File: src/rtl/parking_pkg.sv
// Shared definitions for the parking-lot slot logic.
// Holds the default sizing, the exit FSM state encoding and the reset value
// of the free-slot bitmap.
package parking_pkg;

    localparam int SLOTS       = 8;
    localparam int SLOT_W      = 3;
    localparam int GATE_CYCLES = 4;

    typedef enum logic [1:0] {
        IDLE    = 2'd0,
        CHECK   = 2'd1,
        OPEN    = 2'd2,
        RELEASE = 2'd3
    } exit_state_t;

    localparam logic [SLOTS-1:0] ALL_FREE = {SLOTS{1'b1}};

endpackage

File: src/rtl/exit_controller_slot_register.sv
// slot_register: free-slot bitmap (bit i = 1 means slot i is free).
// Ports:
//   clk, rst            - clock, synchronous active-high reset (-> all free)
//   rel, rel_slot       - mark rel_slot free
//   claim, claim_slot   - mark claim_slot occupied
//   capacity            - registered bitmap
// A release and a claim in the same cycle are applied release first, so a
// claim on the slot being released leaves it occupied.
module slot_register
    import parking_pkg::*;
#(
    parameter int SLOTS  = parking_pkg::SLOTS,
    parameter int SLOT_W = parking_pkg::SLOT_W
) (
    input  logic              clk,
    input  logic              rst,
    input  logic              rel,
    input  logic [SLOT_W-1:0] rel_slot,
    input  logic              claim,
    input  logic [SLOT_W-1:0] claim_slot,
    output logic [SLOTS-1:0]  capacity
);

    logic [SLOTS-1:0] cap_nxt;

    always_comb begin
        cap_nxt = capacity;
        if (rel)
            cap_nxt[rel_slot] = 1'b1;
        // Claim applied last so it wins on a same-slot collision.
        if (claim)
            cap_nxt[claim_slot] = 1'b0;
    end

    always_ff @(posedge clk) begin
        if (rst)
            capacity <= {SLOTS{1'b1}};
        else
            capacity <= cap_nxt;
    end

endmodule

File: src/rtl/exit_controller.sv
// exit_controller: owns the parking free-slot bitmap and sequences car exits.
// Ports:
//   clk, rst                 - clock, synchronous active-high reset
//   exit, exit_slot          - exit request, sampled only while idle
//   entry_claim, entry_slot  - one-cycle pulse marking entry_slot occupied
//   parking_capacity         - free-slot bitmap (1 = free)
//   gate_open                - exit gate drive, high GATE_CYCLES cycles
//   exit_done                - pulse when the slot has been freed
//   exit_error               - pulse when the exit slot was already free
//   busy                     - high whenever the FSM is not idle
// Every output is a register; the FSM sets each one on the edge that enters
// the state it belongs to, so the outputs line up with the state register.
module exit_controller
    import parking_pkg::*;
#(
    parameter int SLOTS       = parking_pkg::SLOTS,
    parameter int GATE_CYCLES = parking_pkg::GATE_CYCLES,
    parameter int SLOT_W      = parking_pkg::SLOT_W
) (
    input  logic              clk,
    input  logic              rst,
    input  logic              exit,
    input  logic [SLOT_W-1:0] exit_slot,
    input  logic              entry_claim,
    input  logic [SLOT_W-1:0] entry_slot,
    output logic [SLOTS-1:0]  parking_capacity,
    output logic              gate_open,
    output logic              exit_done,
    output logic              exit_error,
    output logic              busy
);

    localparam int CNT_W = (GATE_CYCLES > 1) ? $clog2(GATE_CYCLES) : 1;

    exit_state_t       state;
    logic [SLOT_W-1:0] slot_q;
    logic [CNT_W-1:0]  cnt;
    logic              release_now;

    // The bitmap update for the exit lands on the same edge that raises
    // exit_done, i.e. the edge taken while in RELEASE.
    assign release_now = (state == RELEASE);

    slot_register #(
        .SLOTS  (SLOTS),
        .SLOT_W (SLOT_W)
    ) u_slots (
        .clk        (clk),
        .rst        (rst),
        .rel        (release_now),
        .rel_slot   (slot_q),
        .claim      (entry_claim),
        .claim_slot (entry_slot),
        .capacity   (parking_capacity)
    );

    always_ff @(posedge clk) begin
        if (rst) begin
            state      <= IDLE;
            slot_q     <= '0;
            cnt        <= '0;
            gate_open  <= 1'b0;
            exit_done  <= 1'b0;
            exit_error <= 1'b0;
            busy       <= 1'b0;
        end else begin
            exit_done  <= 1'b0;
            exit_error <= 1'b0;
            case (state)
                IDLE: begin
                    if (exit) begin
                        slot_q <= exit_slot;
                        busy   <= 1'b1;
                        state  <= CHECK;
                    end
                end
                CHECK: begin
                    if (parking_capacity[slot_q]) begin
                        // Nothing parked there: reject without touching the gate.
                        exit_error <= 1'b1;
                        busy       <= 1'b0;
                        state      <= IDLE;
                    end else begin
                        cnt       <= CNT_W'(GATE_CYCLES - 1);
                        gate_open <= 1'b1;
                        state     <= OPEN;
                    end
                end
                OPEN: begin
                    if (cnt == '0) begin
                        gate_open <= 1'b0;
                        state     <= RELEASE;
                    end else begin
                        cnt <= cnt - 1'b1;
                    end
                end
                RELEASE: begin
                    exit_done <= 1'b1;
                    busy      <= 1'b0;
                    state     <= IDLE;
                end
                default: state <= IDLE;
            endcase
        end
    end

endmodule

File: config.mk
export PLATFORM = sky130hd
export DESIGN_NAME = exit_controller
export DESIGN_NICKNAME = d
export VERILOG_FILES = /design/src/rtl/parking_pkg.sv /design/src/rtl/exit_controller_slot_register.sv /design/src/rtl/exit_controller.sv
export SDC_FILE = /design/constraint.sdc
export NUM_CORES = 1
export LEC_CHECK = 0
export CORE_ASPECT_RATIO = 2
export CORE_MARGIN = 8
export CORE_UTILIZATION = 32
export DETAILED_ROUTE_END_ITERATION = 12
export DONT_BUFFER_PORTS = 1
export PLACE_DENSITY = 0.46
export SYNTH_ARGS = -nofsm -noshare
export SYNTH_HDL_FRONTEND = slang
export SYNTH_SLANG_ARGS = --single-unit
File: constraint.sdc
create_clock -name clk -period 1.7 [get_ports clk]
set_clock_uncertainty 0.15 [all_clocks]
set_input_delay 0.425 -clock clk [delete_from_list [all_inputs] [get_ports clk]]
set_output_delay 0.425 -clock clk [all_outputs]
set_load 0.02 [all_outputs]
After elaboration in Yosys (flattened, before gate mapping)
Index checks and enable logic that the tools add are counted.
- output and inout bits: 12
- input bits: 10
- logic and storage cells: 60
- flip-flop bits (word level): 19
- $lt $le $gt $ge: 4
- reductions and logical operators: 12
- bitwise gates (word level): 4
- equality and inequality tests: 8
- multiplexer cells: 23
- $add $sub $neg: 1
- operator list (kind ; number):
    $mux W8 ; 2
    $mux W2 ; 5
    $ne A2 B2 Y1 const B ; 5
    $mux W1 ; 9
    $reduce_and A3 Y1 ; 3
    $and A8 B8 Y8 ; 1
    $lt A3 B4 Y1 const B ; 2
    $not A8 Y8 ; 1
    $or A8 B8 Y8 ; 1
    $pmux W2 S4 ; 1
    $demux W1 S3 ; 2
    $ge A3 B1 Y1 const B ; 2
    $eq A2 B2 Y1 const B ; 2
    $logic_not A2 Y1 ; 2
    $pmux W2 S2 ; 1
    $reduce_and A2 Y1 ; 2
    $bmux W1 S3 ; 1
    $pmux W1 S3 ; 1
    $reduce_bool A3 Y1 ; 1
    $eq A2 B1 Y1 const B ; 1
    $logic_and A1 B1 Y1 ; 2
    $pmux W1 S2 ; 1
    $reduce_bool A2 Y1 ; 1
    $reduce_or A2 Y1 ; 1
    2 further kinds ; 2

Longest topological paths before layout
- word-level depth: 8
- mapped depth: 5
- mapped depth without buffers: 5

By module
Synthesis repeated with hierarchy kept, for this count alone.
- cell total of the unflattened synthesis: 79
- area, all modules: 880.8 um^2
- modules (own cells, without submodules) (module ; area an instance (um^2) ; cells an instance ; seq. area each (um^2) ; times used):
    exit_controller ; 495.5 ; 47 ; 220.2 ; 1
    slot_register ; 385.4 ; 32 ; 160.2 ; 1

Worst setup path before layout
Ideal clock, no wire load.
- kind: register to register
- from: register slot_q[1]
- to: register cnt[1]
- library setup time: 0.086 ns
- path buffers: 1
- data required time: 1.464 ns
- arrival: 1.471 ns
- path slack: -0.008 ns
- stages on the path, launching flop included: 5
- clock period less this slack: 1.708 ns
- cells stage by stage: dfxtp_1 > buf_6 > mux2_1 > mux4_2 > a221oi_2
- word-level cells in the longest chain between the ends: 4
- RTL lines (element ; line ; text):
    from (decl) ; exit_controller.sv:36 ; logic [SLOT_W-1:0] slot_q;
    from (signal assigned) ; exit_controller.sv:72 ; slot_q <= exit_slot;
    $bmux W1 S3 ; exit_controller.sv:78 ; if (parking_capacity[slot_q]) begin
    $mux W1 (not written as such) ; exit_controller.sv:78 ;
    $ne A2 B2 Y1 (no source line) ; n/a ;
    $reduce_and A3 Y1 (no source line) ; n/a ;
    to (signal assigned) ; exit_controller.sv:84 ; cnt <= CNT_W'(GATE_CYCLES - 1);
    to (signal assigned) ; exit_controller.sv:94 ; cnt <= cnt - 1'b1;
    to (decl) ; exit_controller.sv:37 ; logic [CNT_W-1:0] cnt;
No other way between the ends. The select of a mux whose other input is x is not followed.
A chain may end at the register's enable or synchronous reset.

Worst setup path after layout
Same ends and word-level chain as after synthesis.

==> report_table.html <==
<table>
<tr><th>Metric</th><th>Value</th></tr>
<tr><th colspan="2">Power and ir drop</th></tr>
<tr><td>Pwr Total</td><td>914 uW</td></tr>
<tr><td>Peak supply drop</td><td>~0.5 mV</td></tr>
<tr><td>Static Leakage</td><td>0.447 nW</td></tr>
<tr><td>PwrDens</td><td>around 860 nW/um2</td></tr>
<tr><th colspan="2">Route</th></tr>
<tr><td>DR WL met2</td><td>1.40 mm</td></tr>
<tr><td>Via-per-instance ratio</td><td>5.27</td></tr>
<tr><td>Violation count after the first detailed-routing iteration</td><td>8</td></tr>
<tr><td>DR pass1 iterations</td><td>4</td></tr>
<tr><td>WL met3</td><td>175 um</td></tr>
<tr><td>Detailed-route wire length</td><td>2.39 mm</td></tr>
<tr><td>DRC violations left</td><td>0</td></tr>
<tr><td>Top Metal Used</td><td>met4</td></tr>
<tr><td>Average detailed-routed wire length per instance</td><td>roughly 17 um</td></tr>
<tr><td>Number of vias after detailed routing</td><td>748</td></tr>
<tr><td>Remaining antenna violation count after routing</td><td>0</td></tr>
<tr><td>Total routed wire length on the met1 layer</td><td>just under 800 um</td></tr>
<tr><th colspan="2">Timing</th></tr>
<tr><td>Highest achievable clock rate</td><td>583 MHz</td></tr>
<tr><td>Post-route worst setup slack</td><td>-0.0166 ns</td></tr>
<tr><td>Worst slew pin tran</td><td>0.378 ns</td></tr>
<tr><td>Period Utilization, post-route</td><td>101%</td></tr>
<tr><td>Setup repair after global routing missed its margin</td><td>true</td></tr>
<tr><td>Count of final max-slew check failures</td><td>0</td></tr>
<tr><td>Endpoints failing hold</td><td>0</td></tr>
<tr><td>Final critical path time including I/O delays and setup</td><td>around 1.7 ns</td></tr>
<tr><td>Final setup violation count</td><td>1</td></tr>
<tr><td>Relative slew slack</td><td>74.8%</td></tr>
<tr><th colspan="2">CTS</th></tr>
<tr><td>Clock tree from TritonCTS</td><td>yes</td></tr>
<tr><td>Clock insertion delay at the later pin of the skew report</td><td>0.26 ns</td></tr>
<tr><td>Maximum root-to-sink buffer count</td><td>2</td></tr>
<tr><td>Root buf cell</td><td>sky130_fd_sc_hd__clkbuf_8</td></tr>
<tr><td>Clock Pin Slew Worst Setup and Hold Paths</td><td>0.07 ns</td></tr>
<tr><td>Clk sink count</td><td>19</td></tr>
<tr><td>H-tree level count</td><td>1</td></tr>
<tr><td>Inserted Clock Buffers</td><td>3</td></tr>
<tr><th colspan="2">Logic synthesis</th></tr>
<tr><td>Post-synthesis share of cell area spent on and, or, nand and nor gates</td><td>20.1%</td></tr>
<tr><td>Complex-gate fraction of the synthesized area</td><td>19.7%</td></tr>
<tr><td>Share of cell area taken by muxes after synthesis</td><td>a little under an eighth</td></tr>
<tr><td>Most common cell in the synthesized netlist</td><td>sky130_fd_sc_hd__dfxtp_1</td></tr>
<tr><td>Synthesized area per cell</td><td>8.88 um2</td></tr>
<tr><td>Fraction of the yosys area taken by sequential cells</td><td>between 40% and 50%</td></tr>
<tr><td>Share of the synthesized area in the top cell type</td><td>a little over two fifths</td></tr>
<tr><td>Xor and xnor area share after synthesis</td><td>less than 1%</td></tr>
<tr><td>Number of enable-type register cells in the synthesized netlist</td><td>0</td></tr>
<tr><td>Async set-reset flop share out of synthesis</td><td>0%</td></tr>
<tr><td>Leading area contributor after synthesis</td><td>sky130_fd_sc_hd__dfxtp_1</td></tr>
<tr><td>Main synth FF type</td><td>sky130_fd_sc_hd__dfxtp_1</td></tr>
<tr><td>Dominant combinational cell family by area after synthesis</td><td>simple AND/OR/NAND/NOR gates</td></tr>
<tr><td>Post-synth cell types</td><td>28</td></tr>
<tr><td>Leading cell types by total area after synthesis</td><td>sky130_fd_sc_hd__dfxtp_1 (42%), sky130_fd_sc_hd__nor2_1 (6.7%), sky130_fd_sc_hd__o21bai_1 (6.7%)</td></tr>
<tr><td>Seq cells post-synth</td><td>19</td></tr>
<tr><td>Fraction of the mapped netlist area in adder cells</td><td>1.39%</td></tr>
<tr><td>Cell area after technology mapping</td><td>897 um2</td></tr>
<tr><td>Most used standard cells in the synthesized netlist</td><td>sky130_fd_sc_hd__dfxtp_1 (19), sky130_fd_sc_hd__nor2_1 (16), sky130_fd_sc_hd__nand2_1 (8), sky130_fd_sc_hd__o21bai_1 (8), sky130_fd_sc_hd__a21oi_1 (7)</td></tr>
<tr><td>Net count after synthesis</td><td>112</td></tr>
<tr><td>Yosys warns</td><td>0</td></tr>
<tr><td>Number of instances in the synthesized netlist</td><td>101</td></tr>
<tr><th colspan="2">Finish</th></tr>
<tr><td>Area of the multi-input gates</td><td>between 400 and 500 um2</td></tr>
<tr><td>Number of diodes</td><td>0</td></tr>
<tr><td>Final-layout fill cell count</td><td>301</td></tr>
<tr><td>Total Nets Final</td><td>125</td></tr>
<tr><td>Reg area</td><td>just under 400 um2</td></tr>
<tr><td>Utilization of the core after routing</td><td>39.4%</td></tr>
<tr><td>Layout-stage area growth over the synthesis result</td><td>18.7%</td></tr>
<tr><td>Ratio of cells with drive above 1 in the final layout</td><td>20.4%</td></tr>
<tr><th colspan="2">Die</th></tr>
<tr><td>Number of top-level pins</td><td>22</td></tr>
<tr><td>Height of the die</td><td>90.9 um</td></tr>
<tr><td>Area of the placeable core</td><td>2700 um2</td></tr>
<tr><td>FP Rows</td><td>27</td></tr>
<tr><td>Die footprint</td><td>4860 um2</td></tr>
<tr><td>Die boundary width</td><td>roughly 53 um</td></tr>
<tr><td>Initial core utilization</td><td>33.2%</td></tr>
<tr><th colspan="2">Setup path</th></tr>
<tr><td>Peak per-stage delay on the critical path</td><td>0.54 ns</td></tr>
<tr><td>Worst Path Required</td><td>1.72 ns</td></tr>
<tr><td>CP Cell Sequence</td><td>mux2_4 &gt; mux4_2 &gt; a221oi_2</td></tr>
<tr><td>Peak fanout along the critical path</td><td>6</td></tr>
<tr><td>WP data arrival</td><td>1.74 ns</td></tr>
<tr><td>Crit path buffers/inverters</td><td>0</td></tr>
<tr><td>Startpoint Class</td><td>register</td></tr>
<tr><td>Critical-path top delay cell</td><td>sky130_fd_sc_hd__mux4_2</td></tr>
<tr><td>Kind of end point of the critical path</td><td>register</td></tr>
<tr><td>Worst path top cell family by delay</td><td>multiplexers</td></tr>
<tr><td>Critical Setup Path Class</td><td>reg2reg</td></tr>
<tr><th colspan="2">Global route</th></tr>
<tr><td>First-pass GRT wire length</td><td>between 3 and 4 mm</td></tr>
<tr><td>Number of global-route vias before repair</td><td>slightly above 800</td></tr>
<tr><td>Global route total overflow</td><td>0</td></tr>
<tr><td>Largest net degree at the start of global routing</td><td>19</td></tr>
<tr><td>Total global routing track utilization</td><td>10.8%</td></tr>
<tr><td>Antenna violations before repair</td><td>0</td></tr>
<tr><th colspan="2">Status</th></tr>
<tr><td>Result of the run</td><td>complete, but fails checks</td></tr>
<tr><td>Failing checks</td><td>setup timing</td></tr>
<tr><th colspan="2">Placement</th></tr>
<tr><td>Half-perimeter wire length after placement</td><td>1.88 mm</td></tr>
<tr><td>Final GP Congestion</td><td>0.670</td></tr>
<tr><td>Port Buf Inserts</td><td>0</td></tr>
<tr><th colspan="2">Hold path</th></tr>
<tr><td>Hold crit path type</td><td>in2reg</td></tr>
<tr><th colspan="2">Flow run</th></tr>
<tr><td>Number of violations of the max-capacitance limit</td><td>0</td></tr>
</table>
[worst paths after layout]
| kind | start | endpoint | slack [ns] | depth (start not counted) |
|---|---|---|---|---|
| min | rst | slot_q[1] | 0.08 | 1 |
| max reg2reg | slot_q[1] | cnt[1] | -0.02 | 3 |
| min reg2reg | slot_q[2] | slot_q[2] | 0.42 | 2 |
| max | slot_q[1] | cnt[1] | -0.02 | 3 |
[through the flow]
step	instances	hold slack [ns]	setup TNS (ns)	area [um2]	setup slack [ns]
after floorplan	101	0.348	0	897	0.0152
after global placement	137	0.353	-0.0826	997	-0.0427
after CTS	142	0.0762	-0.00730	1060	-0.00730
final	142	0.0804	-0.0166	1060	-0.0166
after global routing	142	0.0677	-0.0545	1060	-0.0411
after detailed placement	137	0.355	-0.294	997	-0.109
[routing by layer]
| layer | track usage (%) | vias to the layer above |
|---|---|---|
| li1 | - | 371 |
| met1 | 9.06 | 356 |
| met2 | 20.3 | 17 |
| met3 | 3.63 | 4 |
| met4 | 5.08 | 0 |
| met5 | 0 | - |
[cell usage in the layout (no fill, tap or decap), types with 3 or more instances in the layout]
| cell type | Yosys | layout |
|---|---|---|
| sky130_fd_sc_hd__a21oi_1 | 7 | 7 |
| sky130_fd_sc_hd__buf_4 | 0 | 13 |
| sky130_fd_sc_hd__clkbuf_8 | 0 | 3 |
| sky130_fd_sc_hd__dfxtp_1 | 19 | 18 |
| sky130_fd_sc_hd__inv_1 | 3 | 3 |
| sky130_fd_sc_hd__mux2_4 | 1 | 4 |
| sky130_fd_sc_hd__mux2i_1 | 3 | 3 |
| sky130_fd_sc_hd__nand2_1 | 8 | 8 |
| sky130_fd_sc_hd__nand2b_1 | 4 | 4 |
| sky130_fd_sc_hd__nor2_1 | 16 | 16 |
| sky130_fd_sc_hd__nor2b_1 | 4 | 4 |
| sky130_fd_sc_hd__o21ai_0 | 3 | 3 |
| sky130_fd_sc_hd__o21bai_1 | 8 | 8 |
[where the power goes]
| group | internal (mW) | switching, mW |
|---|---|---|
| logic | 0.0543 | 0.0479 |
| registers | 0.462 | 0.0239 |
| clock network | 0.167 | 0.159 |
| total | 0.683 | 0.231 |
[kinds of logic (layout without fill, tap and decap cells)]
logic type                 Yosys count  count (layout)
buffers and inverters                8              20
AOI/OAI and AO/OA                   26              26
adders and majority gates            1               1
DFF                                 19              19
muxes                                8               8
and+or+nand+nor                     38              38
xor gates and xnor gates             1               1
[worst reg2reg max path: stages, from the launching register on]
cell and delay (ns):
sky130_fd_sc_hd__dfxtp_4 0.40, sky130_fd_sc_hd__mux2_4 0.30, sky130_fd_sc_hd__mux4_2 0.54, sky130_fd_sc_hd__a221oi_2 0.24
[sequential cells by signal, indices dropped and copies added (netlist names), named ones only]
name and cells:
cnt 2, gate_open 1, exit_error 1, exit_done 1
state 1, u_slots.capacity 8, busy 1, slot_q 3
[area by class of cell]
type	count	share of cell area [%]
inverter	3	1.06
timing repair buffer	13	9.17
clock buffer	4	4.23
multi-input combinational	74	46.1
sequential	19	36.1
tap	29	3.41
[timing repair]
item / CTS / global route
hold buffers: 0 / 0
buffers inserted: 1 / 0
endpoints found under the hold margin: 0 / 0
gates resized for setup: 5 / 0
setup endpoints to repair: 6 / 2
(Power assumes the default switching activity.)
